## src/rtl/counter_spi_tx_if.sv

```systemverilog
// counter_spi_tx_if
//   Bundles the counter capture request and the SPI pins of counter_spi_tx.
//   count : counter value to send (COUNT_W bits)
//   start : frame request, sampled every cycle
//   sclk  : SPI clock, idles low
//   mosi  : SPI data out, MSB first
//   cs_n  : SPI chip select, active low
//   busy  : transfer in progress
//   done  : one-cycle end-of-frame pulse
//   master modport: the transmitter side; slave modport: the requester/observer side.
interface counter_spi_tx_if #(
    parameter int COUNT_W = 14
);
    logic [COUNT_W-1:0] count;
    logic               start;
    logic               sclk;
    logic               mosi;
    logic               cs_n;
    logic               busy;
    logic               done;

    modport master (
        input  count, start,
        output sclk, mosi, cs_n, busy, done
    );

    modport slave (
        output count, start,
        input  sclk, mosi, cs_n, busy, done
    );
endinterface

```

## src/rtl/counter_spi_tx.sv

```systemverilog
// counter_spi_tx
//   SPI mode-0 master transmitter. Captures the counter value, zero-extends
//   it to a 16-bit frame and shifts it out MSB first under one cs_n assertion.
//   Ports:
//     clk  : system clock, rising edge
//     rst  : synchronous active-high reset, aborts any frame
//     bus  : counter_spi_tx_if.master (count, start in; sclk, mosi, cs_n,
//            busy, done out)
//   Parameters:
//     COUNT_W : width of count (<= 16)
//     CLK_DIV : clk cycles per SCLK half-period (>= 1)
//   Optional feature macro SPI_SEND_ON_CHANGE_EN: when defined, any difference
//   between count and the last captured value triggers a frame while idle.
module counter_spi_tx #(
    parameter int COUNT_W = 14,
    parameter int CLK_DIV = 4
) (
    input  logic             clk,
    input  logic             rst,
    counter_spi_tx_if.master bus
);
    localparam int DIV_W = $clog2(CLK_DIV + 1);

    typedef enum logic [2:0] {
        IDLE,
        SHIFT_LO,
        SHIFT_HI,
        HOLD,
        DONE
    } state_t;

    state_t            state;
    state_t            state_next;
    logic [15:0]       shift_reg;
    logic [3:0]        bit_cnt;
    logic [DIV_W-1:0]  div_cnt;

    logic div_last;
    logic change;
    logic trigger;
    logic load;
    logic shift;

    logic sclk;
    logic mosi;
    logic cs_n;
    logic busy;
    logic done;

    assign div_last = (div_cnt == DIV_W'(CLK_DIV - 1));

`ifdef SPI_SEND_ON_CHANGE_EN
    logic [COUNT_W-1:0] last_sent;

    always_ff @(posedge clk) begin
        if (rst) begin
            last_sent <= '0;
        end else if (load) begin
            last_sent <= bus.count;
        end
    end

    assign change = (bus.count != last_sent);
`else
    assign change = 1'b0;
`endif

    assign trigger = bus.start | change;

    always_ff @(posedge clk) begin
        if (rst) begin
            state     <= IDLE;
            shift_reg <= '0;
            bit_cnt   <= '0;
            div_cnt   <= '0;
        end else begin
            state <= state_next;
            if (load) begin
                shift_reg <= 16'(bus.count[COUNT_W-1:0]);
                bit_cnt   <= '0;
            end else if (shift) begin
                shift_reg <= {shift_reg[14:0], 1'b0};
                bit_cnt   <= bit_cnt + 4'd1;
            end
            // Phase timer restarts on every state change, so each timed
            // state lasts exactly CLK_DIV cycles.
            if (state_next != state) begin
                div_cnt <= '0;
            end else if (busy) begin
                div_cnt <= div_cnt + DIV_W'(1);
            end
        end
    end

    always_comb begin
        state_next = state;
        load       = 1'b0;
        shift      = 1'b0;
        sclk       = 1'b0;
        mosi       = 1'b0;
        cs_n       = 1'b1;
        busy       = 1'b0;
        done       = 1'b0;
        case (state)
            IDLE: begin
                if (trigger) begin
                    load       = 1'b1;
                    state_next = SHIFT_LO;
                end
            end
            SHIFT_LO: begin
                cs_n = 1'b0;
                busy = 1'b1;
                mosi = shift_reg[15];
                if (div_last) state_next = SHIFT_HI;
            end
            SHIFT_HI: begin
                cs_n = 1'b0;
                busy = 1'b1;
                sclk = 1'b1;
                mosi = shift_reg[15];
                if (div_last) begin
                    if (bit_cnt == 4'd15) begin
                        state_next = HOLD;
                    end else begin
                        shift      = 1'b1;
                        state_next = SHIFT_LO;
                    end
                end
            end
            HOLD: begin
                cs_n = 1'b0;
                busy = 1'b1;
                mosi = shift_reg[15];
                if (div_last) state_next = DONE;
            end
            DONE: begin
                done = 1'b1;
                // A trigger here starts the next frame straight away, leaving
                // this single cycle as the cs_n-high gap.
                if (trigger) begin
                    load       = 1'b1;
                    state_next = SHIFT_LO;
                end else begin
                    state_next = IDLE;
                end
            end
            default: state_next = IDLE;
        endcase
    end

    assign bus.sclk = sclk;
    assign bus.mosi = mosi;
    assign bus.cs_n = cs_n;
    assign bus.busy = busy;
    assign bus.done = done;
endmodule

```

## src/flat_wrapper.sv

```systemverilog
// flat-port wrapper written by rule: the top's interface ports become plain ports
module counter_spi_tx_flat 
#(
    parameter int COUNT_W = 14,
    parameter int CLK_DIV = 4
)
  (clk, rst, bus_count, bus_start, bus_sclk, bus_mosi, bus_cs_n, bus_busy, bus_done);
  counter_spi_tx_if #(.COUNT_W(COUNT_W)) bus_i ();
  input  logic clk;
  input  logic rst;
  input wire logic [$bits(bus_i.count)-1:0] bus_count;
  input wire logic [$bits(bus_i.start)-1:0] bus_start;
  output wire logic [$bits(bus_i.sclk)-1:0] bus_sclk;
  output wire logic [$bits(bus_i.mosi)-1:0] bus_mosi;
  output wire logic [$bits(bus_i.cs_n)-1:0] bus_cs_n;
  output wire logic [$bits(bus_i.busy)-1:0] bus_busy;
  output wire logic [$bits(bus_i.done)-1:0] bus_done;
  assign bus_i.count = bus_count;
  assign bus_i.start = bus_start;
  assign bus_sclk = bus_i.sclk;
  assign bus_mosi = bus_i.mosi;
  assign bus_cs_n = bus_i.cs_n;
  assign bus_busy = bus_i.busy;
  assign bus_done = bus_i.done;
  counter_spi_tx #(.COUNT_W(COUNT_W), .CLK_DIV(CLK_DIV)) u_core (.clk(clk), .rst(rst), .bus(bus_i));
endmodule
```

## config.mk

```make
export PLATFORM = sky130hd
export DESIGN_NAME = counter_spi_tx_flat
export DESIGN_NICKNAME = d
export VERILOG_FILES = /design/src/rtl/counter_spi_tx_if.sv /design/src/rtl/counter_spi_tx.sv /design/src/flat_wrapper.sv
export SDC_FILE = /design/constraint.sdc
export NUM_CORES = 1
export LEC_CHECK = 0
export CAP_MARGIN = 20
export CORE_MARGIN = 1.5
export CORE_UTILIZATION = 46
export CTS_CLUSTER_DIAMETER = 100
export CTS_CLUSTER_SIZE = 24
export DETAILED_ROUTE_END_ITERATION = 8
export GPL_ROUTABILITY_DRIVEN = 1
export PLACE_DENSITY = 0.76
export SKIP_CTS_REPAIR_TIMING = 1
export SLEW_MARGIN = 20
export SYNTH_ARGS = -nofsm -noshare
export SYNTH_HDL_FRONTEND = slang
export SYNTH_SLANG_ARGS = --single-unit
export TNS_END_PERCENT = 50
```

## constraint.sdc

```tcl
create_clock -name clk -period 4.3 [get_ports clk]
set_clock_uncertainty 0.1 [all_clocks]
set_input_delay 0.86 -clock clk [delete_from_list [all_inputs] [get_ports clk]]
set_output_delay 0.86 -clock clk [all_outputs]
set_load 0.02 [all_outputs]
```

# ---- Word level (Yosys, flattened, before mapping)
# Index checks and enable logic that the tools add are counted.
dict set report word_totals {
  register_bits 26
  inputBits 17
  wordCells 39
}
dict set report classes {
  n_eq_ne 7
  reduce_logical 6
  mux 19
  add_sub_neg 2
}
# operator n
set ops {}
lappend ops {{$mux 14} 2}
lappend ops {{$pmux 3 s5} 1}
lappend ops {{$mux 3} 4}
lappend ops {{$mux 1} 11}
lappend ops {{$eq 3x2->1 const B} 3}
lappend ops {{$reduce_or 2->1} 3}
lappend ops {{$add 4x1->4 const B} 1}
lappend ops {{$eq 4x4->1 const B} 1}
lappend ops {{$add 3x1->3 const B} 1}
lappend ops {{$eq 3x1->1 const B} 1}
lappend ops {{$eq 3x3->1 const B} 1}
lappend ops {{$logic_not 3->1} 1}
lappend ops {{$ne 3x3->1} 1}
lappend ops {{$reduce_or 3->1} 1}
lappend ops {{$mux 2} 1}
lappend ops {{$reduce_bool 2->1} 1}

# ---- Logic depth before layout (Yosys ltp)
# Gate-level depths: netlist of the first run.
dict set report depth {
  ltp_word 6
  ltp_mapped 7
  depth_no_buf 5
}

# ---- Worst setup path before layout of the first run
# Ideal clock, no wire load.
dict set report synth_path {
  kind {flip-flop to output port}
  from {register u_core.state[0]}
  to {output port bus_mosi}
  required_time_ps 3340
  path_stages_with_launch 5
  path_buffers 2
  setup_slack_ps 2236
  t_arrival_ps 1104
  cell_sequence {dfxtp_1 -> buf_2 -> o21ba_2 -> buf_2 -> and2_1}
}
dict set report synth_between {
  elab_chain_cells 3
  elab_cells_between_ends 5
  classes_between {3 x eq/ne; 1 x mux; 1 x reduce/logical}
}
# element line
set synth_rtl {}
lappend synth_rtl {{from (decl)} counter_spi_tx.sv:32} ;# state_t state;
lappend synth_rtl {{from (signal assigned)} counter_spi_tx.sv:77} ;# state <= state_next;
lappend synth_rtl {{$eq 3x1->1 or $eq 3x2->1 (tied branches)} counter_spi_tx.sv:104} ;# case (state)
lappend synth_rtl {{$reduce_or 3->1 (no line) (*)} --}
lappend synth_rtl {{$mux 1 (*)} counter_spi_tx.sv:104}
lappend synth_rtl {{to (decl)} flat_wrapper.sv:14} ;# output wire logic [$bits(bus_i.mosi)-1:0] bus_mosi;
# Every way passes the cells marked *; elsewhere a longest branch is shown, timed or not.

# ---- Worst setup path in the final report of the first run
dict set report layout_path {
  from {register u_core.state[1]}
  to {output port bus_mosi}
}
# Same word-level chain as after synthesis.

==> results of run 1 <==
critical path, stage by stage, from the launching register on:
cell and delay (ns):
dfxtp_1 0.60, o21ba_2 0.29, and2_1 0.14, clkdlybuf4s50_1 0.59
synthesized netlist by cell type:
cell type,number
clkbuf_1,2
buf_6,5
o31ai_1,1
o21ba_2,1
and2_1,1
o21bai_2,1
a21o_1,1
or3b_1,1
nand3b_1,1
nand2_1,6
and4bb_1,1
a211oi_1,8
inv_1,2
nor4_2,8
xnor2_1,1
nand4bb_1,1
nor3_1,14
and3b_1,1
buf_1,1
nor3_2,1
o21ai_0,5
nand3_1,6
or3_1,2
nor2_1,17
nor3b_1,2
buf_2,7
and3_1,1
nor4_1,4
ha_1,3
dfxtp_1,26
nand2b_1,2
a21oi_1,10
nor3b_4,1
a211oi_2,6
o211ai_1,2
and4_1,1
metrics by stage:
step | total power, mW | setup slack (ns) | hold slack (ns)
final | 0.501 | 1.39 | 0.382
after global routing | 0.519 | 1.30 | 0.409
after CTS | 0.505 | 1.37 | 0.387
after detailed placement | 0.337 | 1.71 | 0.361
after global placement | 0.335 | 1.76 | 0.349
after floorplan | 0.315 | 2.24 | 0.340
how the worst min path moves through the flow:
stage,startpoint,end,slack [ns]
after global routing,u_core.shift_reg[14]$_SDFFE_PP0P_,u_core.shift_reg[15]$_SDFFE_PP0P_,0.41
after detailed placement,u_core.shift_reg[13]$_SDFFE_PP0P_,u_core.shift_reg[14]$_SDFFE_PP0P_,0.36
after global placement,u_core.shift_reg[14]$_SDFFE_PP0P_,u_core.shift_reg[15]$_SDFFE_PP0P_,0.35
after CTS,u_core.shift_reg[13]$_SDFFE_PP0P_,u_core.shift_reg[14]$_SDFFE_PP0P_,0.39
after floorplan,u_core.div_cnt[1]$_SDFFE_PP0N_,u_core.div_cnt[1]$_SDFFE_PP0N_,0.34
final,u_core.div_cnt[1]$_SDFFE_PP0N_,u_core.div_cnt[1]$_SDFFE_PP0N_,0.38
final cells by class:
cell class / instances / area [um2]
sequential: 26 / 520
clock buffer: 3 / 22.5
inverter: 2 / 7.51
fill: 254 / 1220
timing repair buffer: 21 / 210
clock inverter: 1 / 30.0
tap: 31 / 38.8
multi-input combinational: 110 / 758
logic make-up (layout without fill, tap and decap cells):
kind of cell / Yosys count / after routing
adder cells (fa/ha/maj): 3 / 3
AO/OA/AOI/OAI: 35 / 35
flip-flops: 26 / 26
AND/OR/NAND/NOR: 71 / 71
buffers and inverters: 17 / 27
XOR/XNOR: 1 / 1
power groups by stage:
stage	clock network, mW	logic (mW)	registers [mW]
CTS	0.173	0.0687	0.264
global route	0.179	0.0747	0.266
finish	0.169	0.0685	0.264
floorplan	0	0.0500	0.265
global placement	0	0.0663	0.268
detailed placement	0	0.0684	0.269
per-layer routing:
layer  GRT usage  part of all wire
met5           0                 0
met4      0.0598             0.014
met3      0.0223             0.035
met2       0.286              0.48
met1       0.245              0.47
==> flow_summary_export.csv, run 1 <==
group,metric,value,unit
run_status,status,"completed",
clock_network,clockBufferDepth,2,
placed_design,routabilityCongestion,0.676,
final_layout,final_cells,194,
route,vias_per_cell,6.13,
synthesis,synthMuxAreaShare,0,
route,dr.pass1.iters,7,
clock_network,root_buffer,"clkbuf_4",
worst_hold_path,hold_class,"register to register",
pwr,vdd_ir_drop_max,0.183,mV
critical_path,crit_arrival,1.95,ns
critical_path,endpoint,"bus_mosi",
synthesis,synth_adder_area_share,0.0270,
route,wl_per_cell,15.0,um
synthesis,synth_seq_area_share,0.375,
pwr,comb_power_share,0.137,
critical_path,r2r_end,"u_core.bit_cnt[3]$_SDFFE_PP0P_",
clock_network,clock-sinks,26,
critical_path,r2r_start,"u_core.div_cnt[0]$_SDFFE_PP0N_",
critical_path,required,3.34,ns
final_layout,drive_gt1_frac,0.135,
synthesis,syn-num-nets,173,
critical_path,ff2ff_setup_slack,1.79,ns
sta,max_freq,0.343,GHz
critical_path,startpoint_type,"register",
pwr,p_sw,0.117,mW
floorplanning,core_region_area,2810,um2
synthesis,ys_ff_latch,26,
clock_network,clk_latency,0.32,ns
sta,worstMarginPinSlew,0.901,ns
synthesis,synthSimpleGateAreaFrac,0.324,
synthesis,synth.top_cells.by_area,"dfxtp_1, nor4_2, a211oi_2, nor3_1, nor2_1",
final_layout,postLayoutCellArea,1590,um2
floorplanning,ioPinCount,22,
pwr,switching_share,0.233,
placed_design,placement.io_buffers,21,
worst_hold_path,min_delay_path_depth,2,
route,postRouteWirelength,2.92,mm
synthesis,synth.top_cell.area_share,0.375,
final_layout,nets,184,
final_layout,mostFrequentLayoutCells,"dfxtp_1, clkdlybuf4s50_1, nor2_1",
pwr,p_leak,0.552,nW
global_routing,antenna_found_initial,0,
global_routing,grt.total_usage,0.177,
sta,period_share,0.678,
placed_design,placed_cell_area,1540,um2
clock_network,htree_levels,1,
sta,totalNegativeSetupSlack,0,ns
floorplanning,die_area,3360,um2
clock_network,clk_pin_slew,0.15,ns
route,first_iter_violations,62,
synthesis,synth_warnings,0,
synthesis,netlist_area,1390,um2
final_layout,fin_util,0.566,
route,drc,0,
global_routing,grt_max_degree,23,
sta,drv_slew,0,
pwr,clkPwrFrac,0.337,
final_layout,final_common_cell,"dfxtp_1",
sta,period_minus_slack,2.91,ns
floorplanning,die_h,57.9,um
clock_network,cts_tree,"built",
route,via_count,1190,
critical_path,path_max_fanout,13,
floorplanning,start_util,0.495,
pwr,p_int,0.384,mW
critical_path,startpoint,"u_core.state[1]$_SDFF_PP0_",
synthesis,synth_top_area_cell,"dfxtp_1",
synthesis,avgSynthCellArea,9.08,um2
synthesis,synth_compound_area_frac,0.188,
synthesis,synth_cells,153,
final_layout,num_antenna_cells,0,
final_layout,largest_reg_flops,16,
run,cap_violations,0,
sta,setup_violations,0,
floorplanning,die_w,57.9,um
synthesis,yosysUniqueCellTypes,36,
placed_design,hpwl,1.91,mm
clock_network,cts_made_buffers,3,
sta,maxSlewHeadroom,0.396,
final_layout,area_delta_synth_final,14.3,%
sta,rsz0062_at_grt,"false",
synthesis,synth-xor-area-share,0.00631,
global_routing,first_global_vias,1081,
sta,hold_viol,0,
critical_path,reg2reg_depth,5,
route,drtAntennaViolNets,0,
global_routing,overflow,0,
critical_path,path_class,"register to primary output",
pwr,power_density,316,nW/um2
global_routing,grt_pass1_wl,4.73,mm
floorplanning,rows,19,
pwr,seq_power_share,0.527,
critical_path,crit_path_end_kind,"primary output",
synthesis,synth_top_family_by_area,"simple AND/OR/NAND/NOR gates",
placed_design,placed_cells,190,
Power figures use the tool's default switching activity.
==> run 2, diff against run 1 <==
--- a/config.mk
+++ b/config.mk
@@ -12,7 +12,7 @@
 export CTS_CLUSTER_SIZE = 24
 export DETAILED_ROUTE_END_ITERATION = 8
 export GPL_ROUTABILITY_DRIVEN = 1
-export PLACE_DENSITY = 0.76
+export PLACE_DENSITY = 0.79
 export SKIP_CTS_REPAIR_TIMING = 1
 export SLEW_MARGIN = 20
 export SYNTH_ARGS = -nofsm -noshare
==> constraint.sdc (replaced) <==
create_clock -name clk -period 2.65 [get_ports clk]
set_clock_uncertainty 0.1 [all_clocks]
set_input_delay 0.53 -clock clk [delete_from_list [all_inputs] [get_ports clk]]
set_output_delay 0.53 -clock clk [all_outputs]
set_load 0.02 [all_outputs]
==> flow_summary_export.csv, run 2 (synthesized netlist as in run 1, its figures left out) <==
group,metric,value,unit
final_layout,mostFrequentLayoutCells,"dfxtp_1, clkdlybuf4s50_1, nor2_1",
final_layout,drive_gt1_frac,0.168,
sta,max_freq,0.412,GHz
floorplanning,start_util,0.495,
worst_hold_path,hold_class,"register to register",
pwr,vdd_ir_drop_max,0.210,mV
clock_network,root_buffer,"clkbuf_4",
clock_network,cts_made_buffers,3,
floorplanning,die_area,3360,um2
critical_path,crit_path_end_kind,"primary output",
route,via_count,1177,
global_routing,grt.total_usage,0.185,
sta,rsz0062_at_grt,"false",
global_routing,first_global_vias,1138,
critical_path,startpoint_type,"register",
critical_path,path_max_fanout,13,
final_layout,area_delta_synth_final,15.5,%
route,first_iter_violations,51,
route,dr.pass1.iters,4,
final_layout,nets,188,
run_status,status,"completed",
final_layout,fin_util,0.572,
route,drtAntennaViolNets,0,
sta,drv_slew,0,
placed_design,routabilityCongestion,0.713,
final_layout,num_antenna_cells,0,
route,wl_per_cell,14.7,um
sta,worstMarginPinSlew,0.690,ns
floorplanning,rows,19,
critical_path,startpoint,"u_core.state[1]$_SDFF_PP0_",
route,vias_per_cell,5.94,
placed_design,hpwl,1.99,mm
pwr,power_density,461,nW/um2
sta,maxSlewHeadroom,0.540,
clock_network,clk_pin_slew,0.13,ns
floorplanning,ioPinCount,22,
sta,setup_violations,0,
clock_network,cts_tree,"built",
pwr,p_leak,0.564,nW
worst_hold_path,hp-start,"u_core.div_cnt[1]$_SDFFE_PP0N_",
clock_network,clock-sinks,26,
floorplanning,die_h,57.9,um
clock_network,htree_levels,1,
final_layout,final_common_cell,"dfxtp_1",
final_layout,fillers,276,
critical_path,path_class,"register to primary output",
route,postRouteWirelength,2.92,mm
clock_network,clk_latency,0.32,ns
global_routing,grt_max_degree,21,
critical_path,required,2.02,ns
critical_path,r2r_start,"u_core.div_cnt[0]$_SDFFE_PP0N_",
critical_path,crit_arrival,1.80,ns
sta,period_share,0.917,
placed_design,placement.io_buffers,21,
sta,hold_viol,0,
floorplanning,die_w,57.9,um
final_layout,largest_reg_flops,16,
sta,totalNegativeSetupSlack,0,ns
global_routing,antenna_found_initial,0,
route,drc,0,
global_routing,grt_pass1_wl,4.94,mm
clock_network,clockBufferDepth,2,
global_routing,overflow,0,
run,cap_violations,0,
floorplanning,core_region_area,2810,um2
sta,period_minus_slack,2.43,ns
-- run 2: cell count changes in the layout (fill, tap and decap cells not counted) --
cell,change
bufinv_16,-1
dfxtp_2,+2
dfxtp_1,-2
buf_4,+4
clkbuf_8,+1
-- run 2: final cells by class --
class                   instances  area [um2]  share of cell area
multi-input cells             110         758               0.473
flip-flops and latches         26         523               0.326
repair buffers                 25         240               0.150
well taps                      31        38.8              0.0242
clock buffers                   4        36.3              0.0226
inverters                       2        7.51             0.00468
-- run 2: per-stage QoR --
step	power, mW	hold WS [ns]	area, um2	setup WS, ns	cells
finish	0.740	0.377	1600	0.220	198
global route	0.776	0.401	1600	0.148	198
CTS	0.745	0.376	1600	0.0612	198
detailed placement	0.550	0.358	1570	0.364	194
global placement	0.543	0.348	1570	0.446	194
floorplan	0.512	0.340	1390	0.916	153
-- run 2: path summary, 6_finish.rpt --
check	endpoint	slack [ns]	cells past startpoint
worst max-delay path	bus_mosi	0.22	3
worst min-delay path	u_core.div_cnt[1]$_SDFFE_PP0N_	0.38	2
worst max register to register	u_core.shift_reg[8]$_SDFFE_PP0P_	0.58	6
worst min register to register	u_core.div_cnt[1]$_SDFFE_PP0N_	0.38	2
-- run 2: worst max-delay path: stages (launching register included) --
cell	delay, ns
dfxtp_2	0.49
o21ba_2	0.26
and2_1	0.14
clkdlybuf4s50_1	0.60
-- run 2: per-layer routing --
metal	GRT usage	vias to the layer above	wire length, um
met1	0.243	564	1410
li1	-	587	-
met2	0.310	24	1380
met3	0.0290	2	108
met5	0	-	0
met4	0.0598	0	19
-- run 2: power breakdown --
group,switching (mW),internal (mW)
logic,0.0537,0.0593
clock network,0.114,0.0839
registers,0.0164,0.413
total,0.184,0.556
